File: config.mk
export PLATFORM = sky130hd
export DESIGN_NAME = uart_buffered_tx_flat
export DESIGN_NICKNAME = d
export VERILOG_FILES = /design/src/rtl/uart_buffered_tx_if.sv /design/src/rtl/uart_buffered_tx.sv /design/src/flat_wrapper.sv
export SDC_FILE = /design/constraint.sdc
export NUM_CORES = 1
export LEC_CHECK = 0
export BUFFER_PORTS_ARGS = -buffer_cell sky130_fd_sc_hd__buf_4
export CORE_MARGIN = 2
export CORE_UTILIZATION = 47
export DETAILED_ROUTE_END_ITERATION = 8
export GPL_TIMING_DRIVEN = 0
export PLACE_DENSITY = 0.74
export SYNTH_ARGS = -nofsm -noshare
export SYNTH_HDL_FRONTEND = slang
export SYNTH_SLANG_ARGS = --single-unit
File: constraint.sdc
create_clock -name clk -period 3.4 [get_ports clk]
set_input_delay 0.17 -clock clk [delete_from_list [all_inputs] [get_ports clk]]
set_output_delay 0.17 -clock clk [all_outputs]
set_load 0.01 [all_outputs]
File: src/rtl/uart_buffered_tx_if.sv
// Byte-write and serial-status bundle for the buffered UART transmitter.
// The master side queues bytes and sets the baud period; the slave side is the transmitter.
interface uart_buffered_tx_if #(
    parameter int CLOCK_SCALE_BITS = 16,
    parameter int FIFO_DEPTH_LOG2  = 4
);
    logic [CLOCK_SCALE_BITS-1:0] cyclesPerBit;
    logic                        blockTransmission;
    logic                        writeEnable;
    logic [7:0]                  writeData;
    logic                        full;
    logic                        empty;
    logic [FIFO_DEPTH_LOG2:0]    count;
    logic                        overflow;
    logic                        busy;
    logic                        tx;

    modport master (
        output cyclesPerBit, blockTransmission, writeEnable, writeData,
        input  full, empty, count, overflow, busy, tx
    );

    modport slave (
        input  cyclesPerBit, blockTransmission, writeEnable, writeData,
        output full, empty, count, overflow, busy, tx
    );
endinterface

File: src/rtl/uart_buffered_tx.sv
// 8N1 UART transmitter fed by a byte FIFO; frames run back-to-back while bytes remain
// and blockTransmission is low. All outputs come straight from registers.
module uart_buffered_tx #(
    parameter int CLOCK_SCALE_BITS = 16,
    parameter int FIFO_DEPTH_LOG2  = 4
) (
    input logic                clk,
    input logic                rst,
    uart_buffered_tx_if.slave  bus
);
    localparam int AW = FIFO_DEPTH_LOG2;
    localparam int CW = CLOCK_SCALE_BITS;
    localparam int DEPTH = 1 << AW;
    localparam logic [AW:0]    DEPTH_CNT  = {1'b1, {AW{1'b0}}};
    localparam logic [AW:0]    CNT_ONE    = {{AW{1'b0}}, 1'b1};
    localparam logic [AW-1:0]  PTR_ONE    = {{(AW-1){1'b0}}, 1'b1};
    localparam logic [CW-1:0]  PERIOD_ONE = {{(CW-1){1'b0}}, 1'b1};

    localparam logic [1:0] ST_IDLE  = 2'd0;
    localparam logic [1:0] ST_START = 2'd1;
    localparam logic [1:0] ST_DATA  = 2'd2;
    localparam logic [1:0] ST_STOP  = 2'd3;

    logic [7:0]    mem_r [DEPTH];
    logic [AW-1:0] wr_ptr_r, rd_ptr_r;
    logic [AW:0]   count_r, count_s;
    logic          full_r, empty_r, overflow_r;

    logic [1:0]    state_r, state_s;
    logic [2:0]    bit_cnt_r, bit_cnt_s;
    logic [CW-1:0] period_cnt_r, period_cnt_s;
    logic [CW-1:0] period_r, period_s;
    logic [7:0]    shift_r, shift_s;
    logic          tx_r, tx_s;
    logic          busy_r;

    logic push_s, drop_s, pop_s, go_s, can_start_s, period_done_s;

    assign push_s        = bus.writeEnable && !full_r;
    assign drop_s        = bus.writeEnable && full_r;
    assign can_start_s   = !empty_r && !bus.blockTransmission;
    assign period_done_s = (period_cnt_r == {CW{1'b0}});

    // FSM next-state: each bit holds for period_r+1 clocks; a new frame loads on go_s
    always_comb begin
        state_s      = state_r;
        bit_cnt_s    = bit_cnt_r;
        period_cnt_s = period_cnt_r;
        period_s     = period_r;
        shift_s      = shift_r;
        tx_s         = tx_r;
        go_s         = 1'b0;
        case (state_r)
            ST_IDLE: begin
                tx_s = 1'b1;
                if (can_start_s) begin
                    go_s = 1'b1;
                end else begin
                    go_s = 1'b0;
                end
            end
            ST_START: begin
                if (period_done_s) begin
                    state_s      = ST_DATA;
                    tx_s         = shift_r[0];
                    shift_s      = {1'b0, shift_r[7:1]};
                    bit_cnt_s    = 3'd0;
                    period_cnt_s = period_r;
                end else begin
                    period_cnt_s = period_cnt_r - PERIOD_ONE;
                end
            end
            ST_DATA: begin
                if (period_done_s) begin
                    period_cnt_s = period_r;
                    if (bit_cnt_r == 3'd7) begin
                        state_s = ST_STOP;
                        tx_s    = 1'b1;
                    end else begin
                        bit_cnt_s = bit_cnt_r + 3'd1;
                        tx_s      = shift_r[0];
                        shift_s   = {1'b0, shift_r[7:1]};
                    end
                end else begin
                    period_cnt_s = period_cnt_r - PERIOD_ONE;
                end
            end
            ST_STOP: begin
                if (period_done_s) begin
                    state_s = ST_IDLE;
                    tx_s    = 1'b1;
                    go_s    = can_start_s;
                end else begin
                    period_cnt_s = period_cnt_r - PERIOD_ONE;
                end
            end
            default: begin
                state_s = ST_IDLE;
                tx_s    = 1'b1;
            end
        endcase
        // Frame start overrides whatever the state branch chose
        if (go_s) begin
            state_s      = ST_START;
            tx_s         = 1'b0;
            shift_s      = mem_r[rd_ptr_r];
            period_s     = bus.cyclesPerBit;
            period_cnt_s = bus.cyclesPerBit;
            bit_cnt_s    = 3'd0;
        end else begin
            period_s = period_r;
        end
    end

    assign pop_s = go_s;

    // FIFO occupancy after this edge's push and pop
    always_comb begin
        if (push_s && !pop_s) begin
            count_s = count_r + CNT_ONE;
        end else if (!push_s && pop_s) begin
            count_s = count_r - CNT_ONE;
        end else begin
            count_s = count_r;
        end
    end

    // State, FIFO pointers and flags; reset aborts any frame and discards the queue
    always_ff @(posedge clk) begin
        if (!rst) begin
            state_r      <= ST_IDLE;
            bit_cnt_r    <= 3'd0;
            period_cnt_r <= {CW{1'b0}};
            period_r     <= {CW{1'b0}};
            shift_r      <= 8'h00;
            tx_r         <= 1'b1;
            busy_r       <= 1'b0;
            wr_ptr_r     <= {AW{1'b0}};
            rd_ptr_r     <= {AW{1'b0}};
            count_r      <= {(AW+1){1'b0}};
            full_r       <= 1'b0;
            empty_r      <= 1'b1;
            overflow_r   <= 1'b0;
        end else begin
            state_r      <= state_s;
            bit_cnt_r    <= bit_cnt_s;
            period_cnt_r <= period_cnt_s;
            period_r     <= period_s;
            shift_r      <= shift_s;
            tx_r         <= tx_s;
            busy_r       <= (state_s != ST_IDLE);
            count_r      <= count_s;
            full_r       <= (count_s == DEPTH_CNT);
            empty_r      <= (count_s == {(AW+1){1'b0}});
            if (push_s) begin
                wr_ptr_r <= wr_ptr_r + PTR_ONE;
            end
            if (pop_s) begin
                rd_ptr_r <= rd_ptr_r + PTR_ONE;
            end
            if (drop_s) begin
                overflow_r <= 1'b1;
            end
        end
    end

    // Storage array; no reset needed since contents are only read when counted
    always_ff @(posedge clk) begin
        if (rst && push_s) begin
            mem_r[wr_ptr_r] <= bus.writeData;
        end
    end

    assign bus.tx       = tx_r;
    assign bus.busy     = busy_r;
    assign bus.full     = full_r;
    assign bus.empty    = empty_r;
    assign bus.count    = count_r;
    assign bus.overflow = overflow_r;
endmodule

File: src/flat_wrapper.sv
// flat-port wrapper written by rule: the top's interface ports become plain ports
module uart_buffered_tx_flat 
#(
    parameter int CLOCK_SCALE_BITS = 16,
    parameter int FIFO_DEPTH_LOG2  = 4
)
  (clk, rst, bus_cyclesPerBit, bus_blockTransmission, bus_writeEnable, bus_writeData, bus_full, bus_empty, bus_count, bus_overflow, bus_busy, bus_tx);
  uart_buffered_tx_if #(.CLOCK_SCALE_BITS(CLOCK_SCALE_BITS), .FIFO_DEPTH_LOG2(FIFO_DEPTH_LOG2)) bus_i ();
  input logic clk;
  input logic rst;
  input wire logic [$bits(bus_i.cyclesPerBit)-1:0] bus_cyclesPerBit;
  input wire logic [$bits(bus_i.blockTransmission)-1:0] bus_blockTransmission;
  input wire logic [$bits(bus_i.writeEnable)-1:0] bus_writeEnable;
  input wire logic [$bits(bus_i.writeData)-1:0] bus_writeData;
  output wire logic [$bits(bus_i.full)-1:0] bus_full;
  output wire logic [$bits(bus_i.empty)-1:0] bus_empty;
  output wire logic [$bits(bus_i.count)-1:0] bus_count;
  output wire logic [$bits(bus_i.overflow)-1:0] bus_overflow;
  output wire logic [$bits(bus_i.busy)-1:0] bus_busy;
  output wire logic [$bits(bus_i.tx)-1:0] bus_tx;
  assign bus_i.cyclesPerBit = bus_cyclesPerBit;
  assign bus_i.blockTransmission = bus_blockTransmission;
  assign bus_i.writeEnable = bus_writeEnable;
  assign bus_i.writeData = bus_writeData;
  assign bus_full = bus_i.full;
  assign bus_empty = bus_i.empty;
  assign bus_count = bus_i.count;
  assign bus_overflow = bus_i.overflow;
  assign bus_busy = bus_i.busy;
  assign bus_tx = bus_i.tx;
  uart_buffered_tx #(.CLOCK_SCALE_BITS(CLOCK_SCALE_BITS), .FIFO_DEPTH_LOG2(FIFO_DEPTH_LOG2)) u_core (.clk(clk), .rst(rst), .bus(bus_i));
endmodule
After elaboration in Yosys (flattened, before gate mapping)
Memory sizes are Yosys's and may differ from the RTL's. A register that Yosys moved wholly into a read port is not among the register bits.
Cells that the tools add are included.
{"block": "totals", "word_cells": 92, "latch_bits": 0, "output_inout_bits": 10, "memories": 1, "reg_bits": 63, "in_bits": 28, "ramBits": 128, "romBits": 0}
{"block": "classes", "order_cmp": 0, "n_reduce_logical": 24, "div": 0, "add_sub_neg": 6, "bitwise": 1, "multipliers": 0, "eq_ne": 13, "n_mux": 34, "shifts": 0}
{"name": "u_core.mem_r", "depth": 16, "word_bits": 8, "read_ports": 1, "rd_ports_with_merged_regs": 1, "write_ports": 1, "line": "uart_buffered_tx.sv:24", "rtl": "logic [7:0] mem_r [DEPTH];"}
{"operator": "$mux 16", "count": 3}
{"operator": "$mux 8", "count": 4}
{"operator": "$pmux 16 s2", "count": 1}
{"operator": "$logic_not 16->1", "count": 1}
{"operator": "$pmux 8 s2", "count": 1}
{"operator": "$sub 16x1->16 const B", "count": 1}
{"operator": "$mux 2", "count": 5}
{"operator": "$mux 5", "count": 2}
{"operator": "$mux 1", "count": 9}
{"operator": "$mux 3", "count": 3}
{"operator": "$ne 3x1->1 const B", "count": 3}
{"operator": "$add 4x1->4 const B", "count": 2}
{"operator": "$mux 4", "count": 2}
{"operator": "$reduce_and 4->1", "count": 2}
{"operator": "$logic_and 1x1->1", "count": 6}
{"operator": "$ne 3x2->1 const B", "count": 2}
{"operator": "$pmux 2 s3", "count": 1}
{"operator": "$pmux 3 s2", "count": 1}
{"operator": "$reduce_bool 3->1", "count": 2}
{"operator": "$add 5x1->5 const B", "count": 1}
{"operator": "$eq 5x5->1 const B", "count": 1}
{"operator": "$logic_not 1->1", "count": 5}
{"operator": "$logic_not 5->1", "count": 1}
{"operator": "$sub 5x1->5 const B", "count": 1}
{"operator": "14 further kinds", "count": 18}

Logic depth before layout (Yosys ltp)
{"block": "depth", "depth_word": 8, "ltp_mapped": 10, "depth_no_buf": 8}

Least setup slack after synthesis
No wires, ideal clock.
{"block": "synth_path", "kind": "register -> register", "startpoint": "reg u_core.state_r[0]", "endpoint": "reg u_core.empty_r, in the netlist u_core.bus.empty", "n_path_buf": 1, "slack_ps": 881, "period_less_slack_ps": 2519, "stages_incl_launch_ff": 10, "setup_ps": 96, "arrival_ps": 2424, "t_required_ps": 3304, "cell_sequence": "dfxtp_1 -> inv_1 -> ha_1 -> or3_1 -> clkbuf_1 -> o21ai_0 -> o22ai_1 -> or4_4 -> and2_4 -> o41ai_2"}
{"block": "synth_between", "elab_chain_cells": 6, "elab_cells_between_ends": 9, "classes_between": "1 x eq/ne; 3 x mux; 5 x reduce/logical"}
{"item": "start, declared", "line": "uart_buffered_tx.sv:29", "rtl": "logic [1:0] state_r, state_s;"}
{"item": "start signal, assigned", "line": "uart_buffered_tx.sv:145", "rtl": "state_r <= state_s;"}
{"item": "$eq 2x2->1 or $logic_not 2->1 (tied branches)", "line": "uart_buffered_tx.sv:53", "rtl": "case (state_r)"}
{"item": "$pmux 1 s2 (*)", "line": "uart_buffered_tx.sv:53"}
{"item": "$logic_and 1x1->1 or $logic_not 1->1 (tied branches)", "line": "uart_buffered_tx.sv:121, uart_buffered_tx.sv:119"}
{"item": "$mux 5 or $logic_and 1x1->1 (tied branches)", "line": "uart_buffered_tx.sv:121, uart_buffered_tx.sv:119"}
{"item": "$mux 5 (*)", "line": "uart_buffered_tx.sv:119", "rtl": "if (push_s && !pop_s) begin"}
{"item": "$logic_not 5->1 (*)", "line": "uart_buffered_tx.sv:154", "rtl": "empty_r <= (count_s == {(AW+1){1'b0}});"}
{"item": "end signal, assigned", "line": "uart_buffered_tx.sv:154"}
{"item": "end, declared", "line": "uart_buffered_tx.sv:27", "rtl": "logic full_r, empty_r, overflow_r;"}
Mark *: on every way between the ends. The rest lies on a longest branch, timed or not.
A chain may end at the register's enable or synchronous reset.

Final worst setup path
{"block": "layout_path", "startpoint": "reg u_core.state_r[0]", "endpoint": "reg u_core.period_cnt_r[8]"}
{"block": "layout_between", "elab_chain_cells": 4, "elab_cells_between_ends": 11, "classes_between": "4 x eq/ne; 3 x mux; 4 x reduce/logical"}
{"item": "$eq 2x2->1, or another cell as far along", "line": "uart_buffered_tx.sv:53"}
{"item": "$pmux 1 s2 or $reduce_or 2->1 (tied branches)"}
{"item": "$ne 3x2->1 (no source line), or another cell as far along"}
{"item": "$reduce_and 2->1 (no source line) or $mux 16 (tied branches)"}
{"item": "end signal, assigned", "line": "uart_buffered_tx.sv:133", "rtl": "period_cnt_r <= {CW{1'b0}};"}
{"item": "end signal, assigned", "line": "uart_buffered_tx.sv:147", "rtl": "period_cnt_r <= period_cnt_s;"}
{"item": "end, declared", "line": "uart_buffered_tx.sv:31", "rtl": "logic [CW-1:0] period_cnt_r, period_cnt_s;"}
Parallel ways exist; a longest one is shown, timed or not.

==> results.toml <==
[status]
status = "completed"

[critical_path]
reg2reg_slack_ns = 0.50
crit_buf_inv = 3
crit_path_max_incr_delay_ns = 0.57
worstPathRequired_ns = 3.76
r2r-start = "u_core.state_r[0]"
critPathMostFrequentCell = "nand2_1"
reg2reg_depth = 9
criticalPathCategory = "reg -> reg"
cp-end-kind = "flip-flop"
worstPathMaxFanout = 10
path_cells = "inv_1 -> ha_1 -> nor3_1 -> clkbuf_1 -> buf_1 -> nand2_1 -> nand2_1 -> nand2_1 -> a21oi_1"
worstReg2RegEnd = "u_core.period_cnt_r[8]"
cp-startpoint = "u_core.state_r[0]"
cp-start-kind = "flip-flop"
crit_arrival_ns = 3.26
slowest_stage = "nor3_1"
cpLargestDelayFamily = "buffers and inverters"

[placed_design]
place_ws_ns = 0.565
dp_hpwl_mm = 12.9
io_buffers = 37
gp_congestion = 0.892

[drt]
drtPass1Iterations = 5
vias = 5627
finalWirelength_mm = 19.1
wl_per_cell_um = 19.7
drc_errors = 0
dr.first_iter.drc_count = 533
vias_per_cell = 5.79
postRouteAntennaNets = 0

[final_layout]
diodes = 0
final_nets = 774
syn_to_final_growth_pct = 15.1
final_core_util_pct = 54.7
drive_above_1_share_pct = 17.9
layout_commonest_cell = "edfxtp_1"
layout_common_cells = "128 x edfxtp_1, 125 x nand2_1, 67 x dfxtp_1, 46 x a21oi_1, 42 x nor2_1"

[synth]
syn_avg_cell_area_um2 = 12.8
synthesis.area_mm2 = 0.00848
syn_nets = 704
synthSimpleGateAreaFrac_pct = 13.1
synth_fa_ha_area_share_pct = 2.07
synth_xor_xnor_area_share_pct = 2.07
async_flop_share_pct = 0
synth-seq-cells = 195
synth-edff-count = 128
yosysWarnings = 0
synth.distinct_cells = 60
synthCells = 662
synth.area.mux_share_pct = 10.9
synth_top_family_by_area = "simple AND/OR/NAND/NOR gates"
synth_ff_type = "edfxtp_1"
synth_compound_gate_area_share_pct = 7.94
yosysSeqAreaShare_pct = 61.2

[power_and_ir_drop]
power_frac_seq_pct = 38.5
switching_share_pct = 35.2
leakage_nw = 3.37
switchingPower_w = 0.00272
p_int_w = 0.00501
clock_power_share_pct = 25.8
cellPowerDensity_mw_per_mm2 = 792
p_comb_share_pct = 35.6
worst_ir_drop_vdd_v = 0.000472

[hold_path]
min_from = "bus_writeEnable"
min_path_type = "in -> reg"
min_to = "u_core.bus.overflow"
hold_path_depth = 3

[sta]
setup_slack_ns = 0.498
relSlewSlack_pct = 45.4
hold_slack_ns = 0.0155
tns_ns = 0
final.period_utilization_pct = 85.4
final_hold_viol_count = 0
worst_pin_slew_ns = 0.816
fin_crit_ns = 2.90
skew_ns = 0.0139
rsz0062_at_grt = "no"
slew_violations = 0
finalSetupViolCount = 0
fmaxAchievable_mhz = 345

[clocking]
cts_sinks = 195
root_buffer = "clkbuf_16"
cts_tree = "built"
cts_setup_buffers = 0
clkTransAtPathRegs_ns = 0.07
clockBufferDepth = 2
clk_latency_ns = 0.44
h-tree-depth = 4
cts_hold_buf = 14
cts_resized = 0
cts_buffers = 17

[run]
max-cap-violations = 0

[die]
die_h_um = 138
pin_count = 38
fp.dieW_um = 138
core-area_mm2 = 0.0178
initial_core_util_pct = 47.5
rows = 49
die_area_mm2 = 0.0191

[global_routing]
first_global_vias = 5632
grt_antenna_before_repair = 0
grt-ovfl-total = 0
grt_pass1_wl_mm = 29.9
track_usage_pct = 20.4
grt_start_max_net_pins = 18
==> per-stage QoR <==
step | power, W | instances | instance area [um2]
final | 0.00772 | 972 | 9760
after detailed placement | 0.00574 | 928 | 9040
after global placement | 0.00565 | 928 | 9040
after CTS | 0.00774 | 972 | 9760
after global routing | 0.00813 | 972 | 9760
after floorplan | 0.00502 | 662 | 8480
==> flip-flops by register name (all words and copies together) (netlist names), named ones only <==
| register | count |
|---|---|
| u_core.bus.tx | 1 |
| u_core.bus.overflow | 1 |
| u_core.mem_r | 128 |
| u_core.bus.full | 1 |
| u_core.period_r | 16 |
| u_core.rd_ptr_r | 4 |
| u_core.bus.count | 5 |
| u_core.shift_r | 8 |
| u_core.wr_ptr_r | 4 |
| u_core.bit_cnt_r | 3 |
| u_core.state_r | 2 |
| u_core.period_cnt_r | 16 |
| u_core.bus.busy | 1 |
| u_core.bus.empty | 1 |
==> layout make-up <==
type / count / area [um2]
buffer: 37 / 166
clock buffer: 19 / 433
clock inverter: 11 / 141
fill: 1432 / 8080
inverter: 18 / 67.6
multi-input combinational: 412 / 3060
sequential: 195 / 5180
tap: 229 / 287
timing repair buffer: 51 / 418
==> power groups by stage <==
stage / clock network, W / logic (W) / registers [W]
finish: 0.00200 / 0.00275 / 0.00298
floorplan: 0 / 0.00203 / 0.00298
global placement: 0 / 0.00264 / 0.00301
global route: 0.00211 / 0.00302 / 0.00301
detailed placement: 0 / 0.00272 / 0.00302
CTS: 0.00202 / 0.00275 / 0.00297
==> Yosys cell counts (2+ instances only) <==
library cell	count	area share [%]
o211a_1	4	0.47
or3_1	6	0.44
a211oi_1	3	0.27
nor3b_1	2	0.18
xor2_1	9	0.93
o211ai_1	11	0.97
or4_1	3	0.27
and2_1	4	0.30
nand3b_1	4	0.35
mux4_2	40	11
o21a_1	3	0.27
a311oi_1	2	0.21
nand2_1	125	5.5
o31ai_1	4	0.35
nand3_1	12	0.71
and3_1	2	0.15
buf_6	2	0.27
nor4_1	4	0.30
buf_2	9	0.53
xnor2_1	11	1.1
nand4_1	5	0.37
a31oi_1	3	0.22
nor2_2	2	0.15
a21oi_1	46	2.7
o21ai_0	6	0.35
buf_1	3	0.13
nor2_1	42	1.9
clkbuf_1	22	0.97
o22ai_1	4	0.30
dfxtp_1	67	16
or2_2	2	0.15
nor3_1	5	0.30
nor4_4	2	0.50
edfxtp_1	128	45
a221oi_1	8	0.83
inv_1	17	0.75
nor2b_1	2	0.15
ha_1	14	2.1
or4_4	2	0.27
nor4b_1	2	0.21
==> worst max-delay path by stage <==
stage	endpoint	slack, ns	cells past startpoint
after global routing	u_core.bus.full	0.28	9
after floorplan	u_core.bus.empty	0.88	9
after detailed placement	u_core.bus.empty	0.56	9
final	u_core.period_cnt_r[8]	0.50	9
after CTS	u_core.bus.full	0.53	9
after global placement	u_core.bus.empty	0.62	9
==> worst min-delay path, delay by kind of cell <==
| kind | cells | cell delay, ns |
|---|---|---|
| compound gates | 1 | 0.05 |
| simple gates | 1 | 0.09 |
| buf+inv | 1 | 0.09 |
==> kinds of logic after synthesis <==
family                   after synthesis
multiplexers                          42
buffers and inverters                 55
XOR/XNOR                              20
AND/OR/NAND/NOR                      233
AO/OA/AOI/OAI                        103
adder cells (fa/ha/maj)               14
flip-flops                           195
==> per-layer routing <==
layer | routed length [um] | vias up | GRT usage (%)
met3 | 1180 | 28 | 5.09
li1 | - | 2605 | -
met5 | 0 | - | 0
met4 | 323 | 0 | 6.44
met2 | 9680 | 193 | 35.2
met1 | 7920 | 2801 | 25.3
Power figures use the tool's default switching activity.
